### src/rtl/parity_frame_ctrl_pkg.sv
// Shared types and constants for the parity frame controller.
// Pure declarations; no latency or flow control of its own.
package parity_frame_ctrl_pkg;

    typedef enum logic [1:0] {
        IDLE  = 2'd0,
        SHIFT = 2'd1,
        HOLD  = 2'd2
    } state_t;

    localparam int SYM_W_DEF = 8;

    // Largest value a cnt_w-bit counter can hold; used as the saturation ceiling.
    function automatic logic [31:0] sat_max(input int cnt_w);
        return (32'd1 << cnt_w) - 32'd1;
    endfunction

endpackage

### src/rtl/sym_parity.sv
// Even-parity check of one symbol: err = 1 when the symbol has an odd number of ones.
// Purely combinational, zero latency, no flow control.
module sym_parity
    import parity_frame_ctrl_pkg::*;
#(
    parameter int SYM_W = SYM_W_DEF
) (
    input  logic [SYM_W-1:0] sym,
    output logic             err
);

    assign err = ^sym;

endmodule

### src/rtl/parity_frame_ctrl.sv
// Deserialises bits into parity-checked symbols, counts errors per frame; symValid one cycle after last bit.
// Holds the symbol until symValid && symReady; bits arriving while holding are dropped and flag overrun.
module parity_frame_ctrl
    import parity_frame_ctrl_pkg::*;
#(
    parameter int SYM_W     = SYM_W_DEF,
    parameter int FRAME_LEN = 16,
    parameter int CNT_W     = 8
) (
    input  logic             clk,
    input  logic             rst,
    input  logic             start,
    input  logic             bitIn,
    input  logic             bitValid,
    output logic [SYM_W-1:0] symOut,
    output logic             symErr,
    output logic             symValid,
    input  logic             symReady,
    output logic [CNT_W-1:0] errCount,
    output logic             frameDone,
    output logic             busy,
    output logic             overrun
);

    localparam int               BC_W     = $clog2(SYM_W);
    localparam logic [BC_W-1:0]  LAST_BIT = BC_W'(SYM_W - 1);
    localparam logic [7:0]       LAST_SYM = 8'(FRAME_LEN - 1);
    localparam logic [CNT_W-1:0] CNT_MAX  = CNT_W'(sat_max(CNT_W));

    state_t           state;
    state_t           state_nxt;
    logic [SYM_W-1:0] shreg;
    logic [SYM_W-1:0] shreg_nxt;
    logic [BC_W-1:0]  bit_cnt;
    logic [7:0]       sym_idx;
    logic             par_err;
    logic             bit_take;
    logic             sym_done;
    logic             handshake;
    logic             last_sym;

    assign shreg_nxt = {shreg[SYM_W-2:0], bitIn};
    assign bit_take  = (state == SHIFT) && bitValid;
    assign sym_done  = bit_take && (bit_cnt == LAST_BIT);
    assign handshake = (state == HOLD) && symValid && symReady;
    assign last_sym  = (sym_idx == LAST_SYM);

    // Parity is taken on the value about to be latched so symErr lands with symOut.
    sym_parity #(.SYM_W(SYM_W)) u_parity (
        .sym (shreg_nxt),
        .err (par_err)
    );

    always_ff @(posedge clk or posedge rst) begin
        if (rst) begin
            state <= IDLE;
        end else begin
            state <= state_nxt;
        end
    end

    always_comb begin
        state_nxt = state;
        case (state)
            IDLE:    if (start)     state_nxt = SHIFT;
            SHIFT:   if (sym_done)  state_nxt = HOLD;
            HOLD:    if (handshake) state_nxt = last_sym ? IDLE : SHIFT;
            default:                state_nxt = IDLE;
        endcase
    end

    always_comb begin
        busy = (state != IDLE);
    end

    always_ff @(posedge clk or posedge rst) begin
        if (rst) begin
            shreg     <= '0;
            bit_cnt   <= '0;
            sym_idx   <= '0;
            symOut    <= '0;
            symErr    <= 1'b0;
            symValid  <= 1'b0;
            errCount  <= '0;
            frameDone <= 1'b0;
            overrun   <= 1'b0;
        end else begin
            frameDone <= 1'b0;
            case (state)
                IDLE: begin
                    if (start) begin
                        errCount <= '0;
                        overrun  <= 1'b0;
                        bit_cnt  <= '0;
                        sym_idx  <= '0;
                    end
                end
                SHIFT: begin
                    if (bit_take) begin
                        shreg <= shreg_nxt;
                        if (sym_done) begin
                            symOut   <= shreg_nxt;
                            symErr   <= par_err;
                            symValid <= 1'b1;
                            bit_cnt  <= '0;
                        end else begin
                            bit_cnt <= bit_cnt + BC_W'(1);
                        end
                    end
                end
                HOLD: begin
                    if (bitValid) begin
                        overrun <= 1'b1;
                    end
                    if (handshake) begin
                        symValid <= 1'b0;
                        if (symErr && (errCount != CNT_MAX)) begin
                            errCount <= errCount + CNT_W'(1);
                        end
                        if (last_sym) begin
                            sym_idx   <= '0;
                            frameDone <= 1'b1;
                        end else begin
                            sym_idx <= sym_idx + 8'd1;
                        end
                    end
                end
                default: ;
            endcase
        end
    end

endmodule

### config.mk
export PLATFORM = sky130hd
export DESIGN_NAME = parity_frame_ctrl
export DESIGN_NICKNAME = d
export VERILOG_FILES = /design/src/rtl/parity_frame_ctrl_pkg.sv /design/src/rtl/sym_parity.sv /design/src/rtl/parity_frame_ctrl.sv
export SDC_FILE = /design/constraint.sdc
export NUM_CORES = 1
export LEC_CHECK = 0
export ABC_AREA = 0
export ABC_CLOCK_PERIOD_IN_PS = 1750
export CAP_MARGIN = 40
export CORE_AREA = 2 2 58 71
export CTS_CLUSTER_SIZE = 25
export DETAILED_ROUTE_END_ITERATION = 16
export DIE_AREA = 0 0 60 73
export HOLD_SLACK_MARGIN = 0.1
export PLACE_DENSITY = 0.73
export SYNTH_ARGS = -nofsm -noshare
export SYNTH_HDL_FRONTEND = slang
export SYNTH_SLANG_ARGS = --single-unit
### constraint.sdc
create_clock -name clk -period 1.75 [get_ports clk]
set_input_delay 0.175 -clock clk [delete_from_list [all_inputs] [get_ports clk]]
set_output_delay 0.175 -clock clk [all_outputs]
set_load 0.005 [all_outputs]
==> results <==
## cells by family (layout without fill, tap and decap cells)
family	Yosys count	count (layout)	synth area share
muxes	17	17	0.100
buffers and inverters	12	59	0.0297
and+or+nand+nor	49	49	0.137
AOI/OAI and AO/OA	40	40	0.136
adders and majority gates	4	4	0.0264
DFF	40	40	0.528
xor gates and xnor gates	9	9	0.0416
## per-stage QoR
step / setup slack [ns] / instances / TNS [ns]
3_5_place_dp: -0.0360 / 260 / -0.0524
6_report: 0.142 / 272 / 0
2_1_floorplan: 0.188 / 171 / 0
4_1_cts: 0.0249 / 268 / 0
5_1_grt: 0.0515 / 272 / 0
3_3_place_gp: 0.0224 / 260 / 0
## metal layers
metal  part of all wire  routed length, µm  vias up
li1                   -                  -      717
met1               0.39               1560      754
met2               0.54               2160       51
met3              0.045                178        8
met4              0.018                 73        0
met5                  0                  0        -
## how the worst min path moves through the flow
stage	depth (start not counted)	to	slack, ns
finish	3	errCount[4]	0.30
global placement	1	symOut[2]	0.49
CTS	3	errCount[3]	0.32
detailed placement	1	symOut[7]	0.49
global route	3	symOut[5]	0.36
floorplan	1	symOut[0]	0.33
## flip-flops by register name, indices dropped and copies added (netlist names)
signal / cells
symValid: 1
overrun: 1
errCount: 8
shreg: 7
frameDone: 1
bit_cnt: 3
symOut: 8
sym_idx: 8
state: 2
symErr: 1
## area by class of cell
class                      count  area share
clock buffer                   6      0.0297
clock inverter                 2      0.0143
inverter                       8      0.0123
multi-input combinational    119       0.342
sequential                    40       0.410
tap                           54      0.0276
timing repair buffer          43       0.164
## worst reg2reg max path, stage by stage, from the launching register on
cell and delay, ns:
sky130_fd_sc_hd__dfrtp_1 0.46, sky130_fd_sc_hd__nand3_1 0.13, sky130_fd_sc_hd__a21o_1 0.26, sky130_fd_sc_hd__or4_1 0.52, sky130_fd_sc_hd__a21oi_1 0.16
## power groups by stage
stage	registers [mW]	logic [mW]	clock network [mW]
after global placement	1.39	0.986	0
after CTS	1.39	1.05	0.753
final	1.37	1.09	0.739
after floorplan	1.35	0.647	0
after detailed placement	1.41	1.04	0
after global routing	1.41	1.21	0.781
## synthesized netlist by cell type
master,instances,area share
sky130_fd_sc_hd__clkinv_1,1,0.0020
sky130_fd_sc_hd__a21oi_2,1,0.0046
sky130_fd_sc_hd__xnor2_1,8,0.037
sky130_fd_sc_hd__nor4_1,2,0.0066
sky130_fd_sc_hd__or4_1,3,0.012
sky130_fd_sc_hd__o211a_1,1,0.0053
sky130_fd_sc_hd__ha_1,4,0.026
sky130_fd_sc_hd__a31oi_1,6,0.020
sky130_fd_sc_hd__o21ai_0,9,0.024
sky130_fd_sc_hd__or3_1,3,0.0099
sky130_fd_sc_hd__nor2_1,6,0.012
sky130_fd_sc_hd__a311o_1,1,0.0053
sky130_fd_sc_hd__a211oi_1,1,0.0040
sky130_fd_sc_hd__a21oi_1,10,0.026
sky130_fd_sc_hd__nand3_2,1,0.0053
sky130_fd_sc_hd__inv_1,7,0.014
sky130_fd_sc_hd__nand3b_1,1,0.0040
sky130_fd_sc_hd__buf_6,1,0.0059
sky130_fd_sc_hd__nand2b_1,1,0.0033
sky130_fd_sc_hd__buf_2,3,0.0079
sky130_fd_sc_hd__xor2_1,1,0.0046
sky130_fd_sc_hd__and3_1,1,0.0033
sky130_fd_sc_hd__mux2_2,16,0.095
sky130_fd_sc_hd__a21o_1,1,0.0040
sky130_fd_sc_hd__nand2_1,15,0.030
sky130_fd_sc_hd__o31ai_1,3,0.012
sky130_fd_sc_hd__o211ai_1,1,0.0040
sky130_fd_sc_hd__nand3_1,10,0.026
sky130_fd_sc_hd__a22o_1,2,0.0092
sky130_fd_sc_hd__dfrtp_1,40,0.53
sky130_fd_sc_hd__and4b_1,1,0.0053
sky130_fd_sc_hd__mux2i_1,1,0.0053
sky130_fd_sc_hd__a41oi_1,3,0.014
sky130_fd_sc_hd__nand2b_4,1,0.0073
sky130_fd_sc_hd__nand4_1,3,0.0099
sky130_fd_sc_hd__o21a_1,1,0.0040
sky130_fd_sc_hd__nor3_1,1,0.0026
## repair_timing
item / 4_1_cts / 5_1_grt
cloned: 0 / 0
endpoints found under the setup margin: 1 / 1
buffers inserted: 0 / 4
resized for setup: 1 / 1
hold buffers: 0 / 0
==> reports/summary.md <==
### Critical path
- 4 — total stage count of the critical path
- flip-flop — Setup crit end kind
- 1.83 ns — CP arrival
- sky130_fd_sc_hd__or4_1 — cell with the largest stage delay on the worst path
- 0.14 ns — FF-to-FF setup slack
- 4 — worst reg-to-reg path cell count
- 0 — critical path buffer and inverter count
- 0.52 ns — slowest stage delay, CP
- state[1] — beginning of the critical path
- simple AND/OR/NAND/NOR gates — gate family responsible for the most delay along the worst path
- 1.97 ns — Critical Path RT
- flip-flop — startpoint kind of the worst setup timing path
- nand3_1, a21o_1, or4_1, a21oi_1 — Critical Path, Cell by Cell
- sym_idx[6] — critical path capture point
- state[1] — start of the worst register-to-register path
- reg2reg — start-to-end type of the worst setup path
- 6 — CP max FO
- sym_idx[6] — endpoint of the lowest-slack register-to-register path

### STA
- 0.00719 ns — clk_skew
- 0 — Slew Limit Fails
- 0.919 — Final period util
- 0.493 ns — slew at the pin closest to its max-slew limit
- 0 — total count of hold-check failures in the final report
- 1.61 ns — min cycle time layout
- 0 — final setup fails
- no — unrepaired setup endpoints after global routing
- 622 MHz — Max Freq
- 0.299 ns — worst hold slack
- 0.671 — relative max-transition margin

### Pwr
- 2.25 mW — internal cell power
- 3.20 mW — total power
- 0.340 — combinational power share
- 0.429 — register share of total power
- 0.231 — part of the total power dissipated in the clock network
- 1.06 nW — leakage power of the design
- 0.295 — Switching Fraction
- 0.000932 V — maximum VDD drop
- 1310 nW/µm² — power density over the cells
- 0.941 mW — net switching power of the design

### Floorplan
- 0.500 — effective utilization at floorplan
- 60 µm — Chip Width
- 27 — count of boundary I/O pins
- 25 — Placement Rows
- 73 µm — y dimension of the die
- 4380 µm² — die area
- 3780 µm² — Floorplan Core Area

### Clock network
- 5 — number of buffers inserted during clock tree synthesis
- 0.08 ns — CTS clock-pin slew for the worst setup and hold paths
- 0.30 ns — later-pin clock latency in the skew report
- 2 — H-tree depth reported by CTS
- 40 — CTS sink count
- sky130_fd_sc_hd__clkbuf_8 — CTS root buffer
- 2 — buffer levels on the longest clock path
- built — TritonCTS clock tree

### Global routing
- 0.240 — met1 demand-to-capacity share in global routing
- 41 — pin count of the biggest net entering global routing
- 0 — antenna violations before repair
- 6760 µm — global-route wire length before repair
- 0 — overflow left after global routing
- 1515 — vias in the first global route
- 0.0496 — M3 GR Usage
- 0.205 — Tot GR Track Use
- met2 — busiest metal layer after global routing
- 0.355 — global routing met2 resource utilization

### Synth
- 0.528 — sequential area share after synthesis
- 0 — count of warnings emitted by yosys
- 11.1 µm² — synthesized area per cell
- 171 — synthesized netlist cell count
- 37 — Unique masters post-synth
- 1890 µm² — Cell Area, Synth
- 181 — post-synthesis net count
- 40 — number of register bits inferred by synthesis

### Min path
- in2async — classification of the worst-slack hold path

### Cells and area
- sky130_fd_sc_hd__dfrtp_1 — commonest non-fill, non-tap cell in the layout
- 0.646 — fraction of the core area covered by cells at the end of the flow
- sky130_fd_sc_hd__dfrtp_1 (39), sky130_fd_sc_hd__clkdlybuf4s50_1 (26), sky130_fd_sc_hd__mux2_2 (16), sky130_fd_sc_hd__buf_4 (16), sky130_fd_sc_hd__nand2_1 (15) — highest-count cells in the layout ignoring fill and taps
- 227 — # nets final
- 29.1% — Area Growth Syn to Fin
- 1000 µm² — area occupied by registers
- 2440 µm² — post-route cell area
- 837 µm² — multi-input logic area
- 297 — FILL cells
- 0 — final antenna diode count
- 0.206 — layout cell share with drive strength beyond 1

### Drt
- 3970 µm — total wire length
- 0 — remaining routing DRC violations
- 64 — iteration-0 DRC count of the detailed router
- 0 — DRT antenna net count
- 4 — first drt pass iteration count
- 1530 — total vias in the final route
- 5.63 — via count normalized by instance count
- 14.6 µm — WL/cell

### Status
- finished, final reports clean — status

### Place
- 2880 µm — hpwl dp
- 2310 µm² — placed standard-cell area
- 26 — Port Buffers
- 0.912 — weighted congestion at the end of routability-driven global placement

### Flow run
- 0 — number of max-cap violations

(Power assumes the default switching activity.)
